==> config.mk <==
export PLATFORM = sky130hd
export DESIGN_NAME = lcd_rgb565_dither
export DESIGN_NICKNAME = d
export VERILOG_FILES = /design/src/rtl/lcd_pkg.sv /design/src/rtl/lcd_dither_chan.sv /design/src/rtl/lcd_rgb565_dither.sv
export SDC_FILE = /design/constraint.sdc
export NUM_CORES = 1
export LEC_CHECK = 0
export BUFFER_PORTS_ARGS = -buffer_cell sky130_fd_sc_hd__buf_2
export CORE_ASPECT_RATIO = 0.7
export CORE_MARGIN = 2
export CORE_UTILIZATION = 54
export DETAILED_ROUTE_END_ITERATION = 8
export PLACE_DENSITY = 0.82
export SLEW_MARGIN = 30
export SYNTH_ARGS = -nofsm -noshare
export SYNTH_HDL_FRONTEND = slang
export SYNTH_SLANG_ARGS = --single-unit
==> constraint.sdc <==
create_clock -name PixelClk -period 2 [get_ports PixelClk]
set_input_delay 0.5 -clock PixelClk [delete_from_list [all_inputs] [get_ports PixelClk]]
set_output_delay 0.5 -clock PixelClk [all_outputs]
set_load 0.01 [all_outputs]
==> src/rtl/lcd_pkg.sv <==
// Shared LCD output-stage definitions: panel geometry, pixel formats and the
// 4x4 ordered-dither threshold matrix.
package lcd_pkg;

    localparam int LCD_H_ACTIVE = 480;
    localparam int LCD_V_ACTIVE = 272;

    typedef logic [3:0] bayer_t;

    // Row-major, indexed [row][col]
    localparam bayer_t BAYER4 [0:3][0:3] = '{
        '{4'd0,  4'd8,  4'd2,  4'd10},
        '{4'd12, 4'd4,  4'd14, 4'd6 },
        '{4'd3,  4'd11, 4'd1,  4'd9 },
        '{4'd15, 4'd7,  4'd13, 4'd5 }
    };

    typedef struct packed {
        logic [4:0] r5;
        logic [5:0] g6;
        logic [4:0] b5;
    } rgb565_t;

    typedef struct packed {
        logic [3:0] r4;
        logic [3:0] g4;
        logic [3:0] b4;
    } rgb444_t;

    function automatic bayer_t bayer_lookup(input logic [1:0] row, input logic [1:0] col);
        return BAYER4[row][col];
    endfunction

endpackage

==> src/rtl/lcd_dither_chan.sv <==
// One colour channel of the ordered dither: stage 1 registers base value and the
// residue-vs-threshold decision, stage 2 applies the saturating increment and blanking.
import lcd_pkg::*;

module lcd_dither_chan #(
    parameter int IN_W  = 5,
    parameter int OUT_W = 4
) (
    input  logic             i_clk,
    input  logic             i_rst,
    input  logic [IN_W-1:0]  i_value,
    input  logic [3:0]       i_t,
    input  logic             i_enable,
    input  logic             i_valid,
    output logic [OUT_W-1:0] o_value
);

    localparam int D = IN_W - OUT_W;
    localparam logic [OUT_W-1:0] MAX_VAL = '1;

    logic [OUT_W-1:0] w_base;
    logic [3:0]       w_res;
    logic [3:0]       w_ts;
    logic             w_inc;

    logic [OUT_W-1:0] r_base;
    logic             r_inc;
    logic             r_vld;
    logic [OUT_W-1:0] r_out;

    // Only the top D threshold bits are compared against the D dropped bits
    assign w_base = i_value[IN_W-1:D];
    assign w_res  = 4'(i_value[D-1:0]);
    assign w_ts   = i_t >> (4 - D);
    assign w_inc  = i_enable && (w_res > w_ts);

    always_ff @(posedge i_clk) begin
        if (i_rst) begin
            r_base <= '0;
            r_inc  <= 1'b0;
            r_vld  <= 1'b0;
        end else begin
            r_base <= w_base;
            r_inc  <= w_inc;
            r_vld  <= i_valid;
        end
    end

    always_ff @(posedge i_clk) begin
        if (i_rst) begin
            r_out <= '0;
        end else if (!r_vld) begin
            r_out <= '0;
        end else if (r_inc && (r_base != MAX_VAL)) begin
            r_out <= r_base + OUT_W'(1);
        end else begin
            r_out <= r_base;
        end
    end

    assign o_value = r_out;

endmodule

==> src/rtl/lcd_rgb565_dither.sv <==
// LCD output stage: RGB565 to RGB444 with 4x4 ordered dither (optionally rotated per
// frame), two-cycle aligned data/DE/sync pipeline, dither enable switched only at VSYNC.
import lcd_pkg::*;

module lcd_rgb565_dither #(
    parameter bit SYNC_ACTIVE_LOW = 1'b1,
    parameter bit TEMPORAL        = 1'b1
) (
    input  logic       PixelClk,
    input  logic       RST,
    input  logic       dither_en,
    input  logic       in_de,
    input  logic       in_hsync,
    input  logic       in_vsync,
    input  logic [4:0] in_r,
    input  logic [5:0] in_g,
    input  logic [4:0] in_b,
    output logic       LCD_DE,
    output logic       LCD_HSYNC,
    output logic       LCD_VSYNC,
    output logic [3:0] LCD_R,
    output logic [3:0] LCD_G,
    output logic [3:0] LCD_B
);

    localparam logic SYNC_ASSERT = SYNC_ACTIVE_LOW ? 1'b0 : 1'b1;
    localparam logic SYNC_IDLE   = ~SYNC_ASSERT;

    rgb565_t    w_pix;
    rgb444_t    w_out;
    logic       w_vs_edge;
    logic       w_de_fall;
    logic [1:0] w_f;
    logic [1:0] w_row;
    logic [1:0] w_col;
    bayer_t     w_t;
    logic [3:0] w_r;
    logic [3:0] w_g;
    logic [3:0] w_b;

    logic [1:0] r_x;
    logic [1:0] r_y;
    logic [1:0] r_frame;
    logic       r_de_prev;
    logic       r_vs_prev;
    logic       r_dither_en;
    logic [1:0] r_de_d;
    logic [1:0] r_hs_d;
    logic [1:0] r_vs_d;

    assign w_pix     = {in_r, in_g, in_b};
    assign w_vs_edge = (in_vsync == SYNC_ASSERT) && (r_vs_prev != SYNC_ASSERT);
    assign w_de_fall = !in_de && r_de_prev;

    assign w_f   = TEMPORAL ? r_frame : 2'd0;
    assign w_row = r_y + w_f;
    assign w_col = r_x + w_f;
    assign w_t   = bayer_lookup(w_row, w_col);

    // Counters describe the pixel currently on the inputs, before the pipeline
    always_ff @(posedge PixelClk) begin
        if (RST) begin
            r_x         <= 2'd0;
            r_y         <= 2'd0;
            r_frame     <= 2'd0;
            r_de_prev   <= 1'b0;
            r_vs_prev   <= SYNC_IDLE;
            r_dither_en <= 1'b0;
        end else begin
            r_de_prev <= in_de;
            r_vs_prev <= in_vsync;

            if (in_de) begin
                r_x <= r_x + 2'd1;
            end else begin
                r_x <= 2'd0;
            end

            // A frame start clears y even if a line ends in the same cycle
            if (w_vs_edge) begin
                r_y         <= 2'd0;
                r_frame     <= r_frame + 2'd1;
                r_dither_en <= dither_en;
            end else if (w_de_fall) begin
                r_y <= r_y + 2'd1;
            end
        end
    end

    always_ff @(posedge PixelClk) begin
        if (RST) begin
            r_de_d <= 2'b00;
            r_hs_d <= {2{SYNC_IDLE}};
            r_vs_d <= {2{SYNC_IDLE}};
        end else begin
            r_de_d <= {r_de_d[0], in_de};
            r_hs_d <= {r_hs_d[0], in_hsync};
            r_vs_d <= {r_vs_d[0], in_vsync};
        end
    end

    lcd_dither_chan #(.IN_W(5), .OUT_W(4)) u_chan_r (
        .i_clk    (PixelClk),
        .i_rst    (RST),
        .i_value  (w_pix.r5),
        .i_t      (w_t),
        .i_enable (r_dither_en),
        .i_valid  (in_de),
        .o_value  (w_r)
    );

    lcd_dither_chan #(.IN_W(6), .OUT_W(4)) u_chan_g (
        .i_clk    (PixelClk),
        .i_rst    (RST),
        .i_value  (w_pix.g6),
        .i_t      (w_t),
        .i_enable (r_dither_en),
        .i_valid  (in_de),
        .o_value  (w_g)
    );

    lcd_dither_chan #(.IN_W(5), .OUT_W(4)) u_chan_b (
        .i_clk    (PixelClk),
        .i_rst    (RST),
        .i_value  (w_pix.b5),
        .i_t      (w_t),
        .i_enable (r_dither_en),
        .i_valid  (in_de),
        .o_value  (w_b)
    );

    assign w_out = {w_r, w_g, w_b};

    assign LCD_DE    = r_de_d[1];
    assign LCD_HSYNC = r_hs_d[1];
    assign LCD_VSYNC = r_vs_d[1];
    assign LCD_R     = w_out.r4;
    assign LCD_G     = w_out.g4;
    assign LCD_B     = w_out.b4;

endmodule
==> flow_metrics.env, run 1 <==
export IMPL_outcome="finished, final reports clean"
export IMPL_hold_violations=0
export IMPL_antenna_found_initial=0
export IMPL_final_util=0.667
export IMPL_syn_inst=125
export IMPL_cts_tree="yes"
export IMPL_drt_first_iter_violations=51
export IMPL_ios=37
export IMPL_cts_hold_buf=0
export IMPL_die_h_um=45.9
export IMPL_fin_crit_ps=1340
export IMPL_cts_buffer_depth=2
export IMPL_ys_top_cells_by_area="dfxtp_1, nor2b_1, ha_1"
export IMPL_placementRows=15
export IMPL_nFillCells=194
export IMPL_post_synth_top_area_fraction=0.546
export IMPL_drive_gt1_frac=0.349
export IMPL_seq_area_frac_synth=0.546
export IMPL_peakVddDrop_mv=0.452
export IMPL_grt_overflow=0
export IMPL_p_per_area_nw_per_um2=768
export IMPL_fin_ws_ps=659
export IMPL_period_share=0.671
export IMPL_firstDrtPassIters=4
export IMPL_postCtsSetupRepairBufs=0
export IMPL_grt_pass1_vias=998
export IMPL_route_detailed_drc=0
export IMPL_core_um2=2420
export IMPL_synth_largest_area_cell="dfxtp_1"
export IMPL_cp_max_fo=3
export IMPL_path_class="reg2reg"
export IMPL_port_buffers=36
export IMPL_cts_made_buffers=5
export IMPL_via_count=1055
export IMPL_synth_cell_types=29
export IMPL_die_w_um=63.9
export IMPL_startpoint_type="flip-flop"
export IMPL_setup_viol=0
export IMPL_pre_cts_ws_ps=468
export IMPL_worstSetupEndpointType="flip-flop"
export IMPL_slowest_stage="dfxtp_1"
export IMPL_clock_root_buffer="clkbuf_4"
export IMPL_holdWs_ps=352
export IMPL_fin_skew_ps=4.24
export IMPL_path_cells="xnor2_1 > ha_1 > a21oi_1 > a2111oi_2"
export IMPL_critPathMaxStageDelay_ps=400
export IMPL_start_util=0.560
export IMPL_r2r_worst_path_cells=4
export IMPL_max_freq_mhz=746
export IMPL_clkSinkCount=37
export IMPL_gp_congestion=0.747
export IMPL_hold_class="in2reg"
export IMPL_p_leak_uw=0.000690
export IMPL_ys_ff_latch=37
export IMPL_tightest_slew_ps=376
export IMPL_setup_tns_ps=0
export IMPL_avgSynthCellArea_um2=10.9
export IMPL_worstSkewPairLatency_ps=320
export IMPL_syn_cell_area_um2=1360
export IMPL_die_area_um2=2930
export IMPL_yosysWarnings=0
export IMPL_cp_arrival_ps=1570
export IMPL_num_nets_final=192
export IMPL_rsz0062_at_grt="false"
export IMPL_cp_required_ps=2230
export IMPL_hold_path_depth=2
export IMPL_clkTransAtPathRegs_ps=100
export IMPL_antennaDiodeCount=0
export IMPL_maxSlewHeadroom=0.749
export IMPL_drt_wl_total_mm=2.45
export IMPL_cts_repair_resized=0
export IMPL_htree_levels=2
export IMPL_viasPerCell=5.28
export IMPL_grt_use_total=0.187
export IMPL_synthToLayoutAreaGrowth_pct=19.1
export IMPL_antenna_left=0
export IMPL_wl_per_cell_um=12.3
export IMPL_dp_final_hpwl_mm=1.88
export IMPL_grt_start_max_net_pins=24
export IMPL_cap_viol_max_count=0
export IMPL_syn_num_nets=152
export IMPL_grt_first_pass_wirelength_mm=4.02
export IMPL_report_final_slew_viol_count=0
sequential cells by signal (all words and copies together) (netlist names):
register          count
r_de_d                2
u_chan_g.r_base       4
u_chan_r.r_base       4
u_chan_b.r_inc        1
u_chan_r.r_inc        1
u_chan_r.o_value      4
r_x                   1
u_chan_b.r_base       4
u_chan_b.o_value      4
u_chan_g.r_inc        1
r_hs_d                2
r_vs_d                2
r_frame               1
r_y                   1
u_chan_g.o_value      4
r_dither_en           1
cells in the mapped netlist:
cell type and n:
a21oi_2 3, or2_1 2, nand4_1 3, a21oi_1 7, and4b_1 1, nor3b_2 1, nor3_1 4, o211ai_1 3
or3_1 3, nor2_1 2, o21ai_0 6, nand2b_4 1, a2111oi_2 1, inv_2 4, nand3b_1 3, clkbuf_1 2
ha_1 5, dfxtp_1 37, xor2_1 1, o31ai_1 3, xnor2_1 3, and2_1 2, or2_2 2, mux2i_1 1
nor2b_1 16, inv_1 3, and4b_2 2, and3_4 3, buf_2 1
metrics by stage:
step	instances	total power, µW	cell area [µm²]
3_5_place_dp	192	907	1570
6_report	200	1240	1620
2_1_floorplan	125	865	1360
3_3_place_gp	192	901	1570
5_1_grt	200	1300	1620
4_1_cts	200	1250	1620
cells in the final DEF, fill, tap and decap left out, types with 4 or more instances in the layout:
master,n
nor3_1,4
clkbuf_4,5
o21ai_0,6
buf_2,36
nor2b_1,16
dfxtp_1,37
a21oi_1,7
inv_2,4
ha_1,5
area by class of cell:
type	instances	area, µm²	area share
sequential	37	741	0.459
multi-input combinational	78	577	0.357
timing repair buffer	36	180	0.112
clock buffer	8	48.8	0.0302
tap	34	42.5	0.0263
inverter	7	26.3	0.0163
per-layer routing:
metal / wire length [µm] / GRT usage
met5: 0 / 0
met4: 75 / 0.148
met3: 154 / 0.0693
met2: 1170 / 0.306
met1: 1050 / 0.201
worst paths after layout:
| path | slack, ps | from | to |
|---|---|---|---|
| worst max-delay path | 660 | r_y[0]$_SDFFE_PP0P_ | u_chan_g.r_inc$_SDFF_PP0_ |
| worst min-delay path | 350 | in_hsync | r_hs_d[0]$_SDFF_PP1_ |
| worst max register to register | 660 | r_y[0]$_SDFFE_PP0P_ | u_chan_g.r_inc$_SDFF_PP0_ |
| worst min register to register | 420 | r_hs_d[0]$_SDFF_PP1_ | r_hs_d[1]$_SDFF_PP1_ |
worst max-delay path: cells and delay by family (launching register included):
kind / cells / cell delay, ps
compound gates: 2 / 400
fa+ha+maj: 1 / 320
flops: 1 / 400
xor+xnor: 1 / 120
cells by family (layout without fill, tap and decap cells):
logic type | after synthesis | in the layout | share of synthesized area
XOR/XNOR | 4 | 4 | 0.0258
multiplexers | 1 | 1 | 0.00738
AO/OA/AOI/OAI | 23 | 23 | 0.112
buffers and inverters | 10 | 51 | 0.0286
AND/OR/NAND/NOR | 45 | 45 | 0.234
flip-flops | 37 | 37 | 0.546
adder cells (fa/ha/maj) | 5 | 5 | 0.0461
where the power goes:
group / switching, µW / internal [µW] / leakage [µW] / total (µW)
logic: 47.9 / 53.4 / 0.000359 / 101
clock network: 210 / 140 / 0.0000265 / 350
registers: 22.6 / 766 / 0.000304 / 789
No activity file was read; power rests on OpenSTA's default activity.
==> run 2, diff against run 1 <==
--- a/config.mk
+++ b/config.mk
@@ -8,9 +8,9 @@
 export BUFFER_PORTS_ARGS = -buffer_cell sky130_fd_sc_hd__buf_2
 export CORE_ASPECT_RATIO = 0.7
 export CORE_MARGIN = 2
-export CORE_UTILIZATION = 54
+export CORE_UTILIZATION = 50
 export DETAILED_ROUTE_END_ITERATION = 8
-export PLACE_DENSITY = 0.82
+export PLACE_DENSITY = 0.77
 export SLEW_MARGIN = 30
 export SYNTH_ARGS = -nofsm -noshare
 export SYNTH_HDL_FRONTEND = slang
==> constraint.sdc (replaced) <==
create_clock -name PixelClk -period 1.4 [get_ports PixelClk]
set_input_delay 0.35 -clock PixelClk [delete_from_list [all_inputs] [get_ports PixelClk]]
set_output_delay 0.35 -clock PixelClk [all_outputs]
set_load 0.01 [all_outputs]
==> run 2 against run 1 <==
Net effect:
- worst setup slack lost 540 ps
- clock skew fell by 1.1 ps
- core utilization shrank 0.30 points
- design area is 3.4% higher
- fmax increased by 4.5%
==> flow_metrics.env, run 2 (synthesis results as in run 1) <==
export IMPL_outcome="finished, final reports clean"
export IMPL_r2r_start="r_y[0]$_SDFFE_PP0P_"
export IMPL_cts_made_buffers=5
export IMPL_hold_start="in_hsync"
export IMPL_r2r_worst_path_cells=3
export IMPL_die_area_um2=3150
export IMPL_critPathMaxStageDelay_ps=370
export IMPL_ios=37
export IMPL_p_per_area_nw_per_um2=1180
export IMPL_viasPerCell=4.94
export IMPL_die_w_um=66.3
export IMPL_cts_tree="yes"
export IMPL_pre_cts_ws_ps=18.5
export IMPL_setup_tns_ps=0
export IMPL_grt_pass1_vias=895
export IMPL_rsz0062_at_grt="false"
export IMPL_path_class="reg2reg"
export IMPL_p_leak_uw=0.000714
export IMPL_power_internal_uw=1520
export IMPL_synthToLayoutAreaGrowth_pct=23.2
export IMPL_dp_final_hpwl_mm=1.74
export IMPL_gp_congestion=0.828
export IMPL_fin_crit_ps=1280
export IMPL_placementRows=15
export IMPL_num_nets_final=193
export IMPL_grt_overflow=0
export IMPL_setup_viol=0
export IMPL_switchingPower_uw=447
export IMPL_cp_num_buf_inv=0
export IMPL_path_cells="xor2_1 > ha_1 > a2111oi_4"
export IMPL_cts_buffer_depth=2
export IMPL_fin_ws_ps=117
export IMPL_clockPowerShare=0.349
export IMPL_htree_levels=2
export IMPL_die_h_um=47.6
export IMPL_final_cell_mix="buf_2, dfxtp_1, nor2b_1"
export IMPL_cp_max_fo=3
export IMPL_clkSinkCount=37
export IMPL_startpoint_type="flip-flop"
export IMPL_firstDrtPassIters=4
export IMPL_p_seq_frac=0.572
export IMPL_clock_root_buffer="clkbuf_8"
export IMPL_grt_use_total=0.169
export IMPL_start_util=0.539
export IMPL_route_detailed_drc=0
export IMPL_drive_gt1_frac=0.371
export IMPL_drt_first_iter_violations=99
export IMPL_antenna_found_initial=0
export IMPL_dp_cells=193
export IMPL_timing_rr_end="u_chan_g.r_inc$_SDFF_PP0_"
export IMPL_antenna_left=0
export IMPL_fin_total_pwr_uw=1970
export IMPL_grt_first_pass_wirelength_mm=3.78
export IMPL_max_freq_mhz=780
export IMPL_reg2reg_slack_ps=120
export IMPL_report_final_slew_viol_count=0
export IMPL_cp_top_family="compound AO/OA/AOI/OAI gates"
export IMPL_period_share=0.916
export IMPL_worstSetupEndpointType="flip-flop"
export IMPL_fin_skew_ps=3.10
export IMPL_min_to="r_hs_d[0]$_SDFF_PP1_"
export IMPL_port_buffers=36
export IMPL_worstSkewPairLatency_ps=280
export IMPL_clkTransAtPathRegs_ps=70
export IMPL_via_count=992
export IMPL_core_um2=2510
export IMPL_finalNonFillerCells=201
export IMPL_hold_class="in2reg"
export IMPL_nFillCells=203
export IMPL_slowest_stage="a2111oi_4"
export IMPL_hold_path_depth=2
export IMPL_cp_required_ps=1580
export IMPL_drt_wl_total_mm=2.37
export IMPL_holdWs_ps=260
export IMPL_tightest_slew_ps=272
export IMPL_hold_violations=0
export IMPL_peakVddDrop_mv=0.776
export IMPL_grt_start_max_net_pins=23
export IMPL_cts_hold_buf=0
export IMPL_cap_viol_max_count=0
export IMPL_comb_power_share=0.079
export IMPL_wl_per_cell_um=11.8
export IMPL_cp_arrival_ps=1460
export IMPL_maxSlewHeadroom=0.818
export IMPL_antennaDiodeCount=0
export IMPL_switching_share=0.227
run 2: cell types whose count changed in the layout (fill, tap and decap cells not counted), moves of 2 or more:
cell / delta
clkbuf_1: -2
clkbuf_4: -5
clkbuf_8: +5
clkinv_2: +2
run 2: worst register-to-register path: stages, from the launching register on:
cell and delay, ps:
dfxtp_2 340, xor2_1 160, ha_1 320, a2111oi_4 370
run 2: how the worst max path moves through the flow:
stage	start	end	slack, ps	cells past startpoint
3_3_place_gp	r_y[0]$_SDFFE_PP0P_	u_chan_g.r_inc$_SDFF_PP0_	140	4
3_5_place_dp	r_y[0]$_SDFFE_PP0P_	u_chan_g.r_inc$_SDFF_PP0_	20	4
5_1_grt	r_frame[0]$_SDFFE_PP0P_	u_chan_g.r_inc$_SDFF_PP0_	50	3
4_1_cts	r_y[0]$_SDFFE_PP0P_	u_chan_g.r_inc$_SDFF_PP0_	30	4
6_report	r_y[0]$_SDFFE_PP0P_	u_chan_g.r_inc$_SDFF_PP0_	120	3
2_1_floorplan	r_y[0]$_SDFFE_PP0P_	u_chan_g.r_inc$_SDFF_PP0_	170	4
run 2: repair_timing:
action	in CTS	in global routing
gates cloned	0	0
endpoints found under the setup margin	1	1
buffers inserted	0	0
gates resized for setup	1	1
pin swaps	0	1
run 2: power groups by stage:
stage | Combinational, µW | Clock [µW] | Sequential, µW
finish | 155 | 686 | 1130
detailed placement | 149 | 0 | 1150
global placement | 142 | 0 | 1150
CTS | 149 | 717 | 1130
global route | 177 | 753 | 1130
floorplan | 89.4 | 0 | 1150
run 2: cell type report:
class / instances / area, µm² / share of cell area
repair buffers: 37 / 188 / 0.112
inverters: 7 / 26.3 / 0.0157
flip-flops and latches: 37 / 742 / 0.444
clock inverters: 2 / 10.0 / 0.00599
well taps: 34 / 42.5 / 0.0255
multi-input cells: 78 / 589 / 0.353
clock buffers: 6 / 72.6 / 0.0434
run 2: metal layers:
layer	track usage	wire, µm	vias up
li1	-	-	513
met1	0.186	1020	437
met3	0.0635	161	4
met5	0	0	-
met4	0.0816	16	0
met2	0.300	1180	38
run 2: per-stage QoR:
stage	instance area, µm²	utilization
final	1670	0.664
after global routing	1670	0.664
after floorplan	1360	-
after CTS	1660	0.659
after global placement	1570	0.626
after detailed placement	1570	0.626
==> run 3, diff against run 2 <==
--- a/config.mk
+++ b/config.mk
@@ -8,9 +8,10 @@
 export BUFFER_PORTS_ARGS = -buffer_cell sky130_fd_sc_hd__buf_2
 export CORE_ASPECT_RATIO = 0.7
 export CORE_MARGIN = 2
-export CORE_UTILIZATION = 50
+export CORE_UTILIZATION = 53
+export CTS_BUF_LIST = sky130_fd_sc_hd__clkbuf_2
 export DETAILED_ROUTE_END_ITERATION = 8
-export PLACE_DENSITY = 0.77
+export PLACE_DENSITY = 0.81
 export SLEW_MARGIN = 30
 export SYNTH_ARGS = -nofsm -noshare
 export SYNTH_HDL_FRONTEND = slang
==> run 3 against run 2 <==
Net effect:
- global-route usage increased by 0.61 points
- worst setup slack got worse by 35 ps
- register-to-register slack got worse by 30 ps
- largest cell class unchanged
==> flow_metrics.env, run 3 (synthesis results as in run 1) <==
export IMPL_setup_viol=0
export IMPL_peakVddDrop_mv=0.491
export IMPL_dp_final_hpwl_mm=1.84
export IMPL_p_leak_uw=0.000699
export IMPL_die_area_um2=2990
export IMPL_pre_cts_ws_ps=11.9
export IMPL_clkSinkCount=37
export IMPL_hold_violations=0
export IMPL_port_buffers=36
export IMPL_rsz0062_at_grt="false"
export IMPL_setup_tns_ps=0
export IMPL_die_h_um=46.3
export IMPL_grt_overflow=0
export IMPL_cp_top_family="flip-flops"
export IMPL_grt_start_max_net_pins=14
export IMPL_slowest_stage="dfxtp_4"
export IMPL_hold_start="in_hsync"
export IMPL_max_freq_mhz=759
export IMPL_path_cells="xor2_2 > ha_1 > a2111oi_2"
export IMPL_r2r_start="r_y[0]$_SDFFE_PP0P_"
export IMPL_critPathMaxStageDelay_ps=400
export IMPL_period_share=0.941
export IMPL_cp_required_ps=1710
export IMPL_num_nets_final=194
export IMPL_crit_start="r_y[0]$_SDFFE_PP0P_"
export IMPL_ios=37
export IMPL_htree_levels=2
export IMPL_synthToLayoutAreaGrowth_pct=19.7
export IMPL_clkTransAtPathRegs_ps=170
export IMPL_gp_congestion=0.878
export IMPL_drive_gt1_frac=0.386
export IMPL_final_cell_mix="buf_2, dfxtp_1, nor2b_1"
export IMPL_die_w_um=64.5
export IMPL_worstSkewPairLatency_ps=390
export IMPL_grt_pass1_vias=905
export IMPL_via_count=1025
export IMPL_cp_num_buf_inv=0
export IMPL_hold_class="in2reg"
export IMPL_cp_max_fo=3
export IMPL_report_final_slew_viol_count=0
export IMPL_outcome="finished, final reports clean"
export IMPL_grt_first_pass_wirelength_mm=3.69
export IMPL_comb_power_share=0.090
export IMPL_cap_viol_max_count=0
export IMPL_multi_input_area_um2=584
export IMPL_switching_share=0.250
export IMPL_wl_per_cell_um=11.8
export IMPL_path_class="reg2reg"
export IMPL_switchingPower_uw=427
export IMPL_antenna_found_initial=0
export IMPL_fin_ws_ps=82.7
export IMPL_clockPowerShare=0.249
export IMPL_nFillCells=200
export IMPL_worstSetupEndpointType="flip-flop"
export IMPL_fin_skew_ps=20.6
export IMPL_regArea_um2=746
export IMPL_placementRows=15
export IMPL_tightest_slew_ps=289
export IMPL_maxSlewHeadroom=0.807
export IMPL_grt_use_total=0.175
export IMPL_cts_buffer_depth=2
export IMPL_p_seq_frac=0.661
export IMPL_route_detailed_drc=0
export IMPL_power_internal_uw=1280
export IMPL_cts_made_buffers=5
export IMPL_core_um2=2440
export IMPL_cp_arrival_ps=1620
export IMPL_fin_crit_ps=1320
export IMPL_final_common_cell="buf_2"
export IMPL_antenna_left=0
export IMPL_drt_first_iter_violations=33
export IMPL_start_util=0.556
export IMPL_clock_root_buffer="clkbuf_2"
export IMPL_firstDrtPassIters=4
export IMPL_p_per_area_nw_per_um2=1050
export IMPL_holdWs_ps=115
export IMPL_startpoint_type="flip-flop"
export IMPL_drt_wl_total_mm=2.37
export IMPL_cts_tree="yes"
export IMPL_postCtsSetupRepairBufs=0
export IMPL_viasPerCell=5.13
export IMPL_antennaDiodeCount=0
[run 3: power by group through the flow]
| stage | clock network [µW] | logic, µW | registers [µW] |
|---|---|---|---|
| 6_report | 425 | 153 | 1130 |
| 5_1_grt | 473 | 172 | 1130 |
| 4_1_cts | 433 | 154 | 1130 |
| 3_5_place_dp | 0 | 153 | 1150 |
| 3_3_place_gp | 0 | 144 | 1150 |
| 2_1_floorplan | 0 | 89.4 | 1150 |
[run 3: routing by layer]
metal | part of all wire | GRT usage | up-vias
met5 | 0 | 0 | -
met2 | 0.49 | 0.306 | 39
li1 | - | - | 516
met1 | 0.41 | 0.174 | 460
met4 | 0.024 | 0.102 | 0
met3 | 0.075 | 0.0880 | 10
[run 3: path summary, 6_finish.rpt]
path | depth (start not counted) | slack [ps] | to
setup reg to reg | 3 | 80 | u_chan_g.r_inc$_SDFF_PP0_
hold / removal | 2 | 110 | r_hs_d[0]$_SDFF_PP1_
hold reg to reg | 1 | 450 | r_hs_d[1]$_SDFF_PP1_
setup / recovery | 3 | 80 | u_chan_g.r_inc$_SDFF_PP0_
[run 3: worst reg2reg max path: stages (launching register included)]
cell       delay [ps]
dfxtp_4           400
xor2_2            180
ha_1              290
a2111oi_2         360
[run 3: area by class of cell]
class,instances,area share
tap,34,0.0262
inverter,7,0.0162
clock buffer,5,0.0154
multi-input combinational,78,0.360
timing repair buffer,38,0.120
clock inverter,1,0.00308
sequential,37,0.459
[run 3: through the flow]
stage,utilization,power (µW),std cells,cell area [µm²]
after floorplan,-,1240,125,1360
after detailed placement,0.648,1300,194,1580
after global routing,0.666,1780,200,1620
after CTS,0.661,1710,200,1610
after global placement,0.648,1290,194,1580
final,0.666,1710,200,1620
[run 3: repair_timing]
action | CTS | global route
resized for setup | 1 | 3
setup endpoints to repair | 1 | 1
pin swaps | 0 | 1
hold buffers | 0 | 0
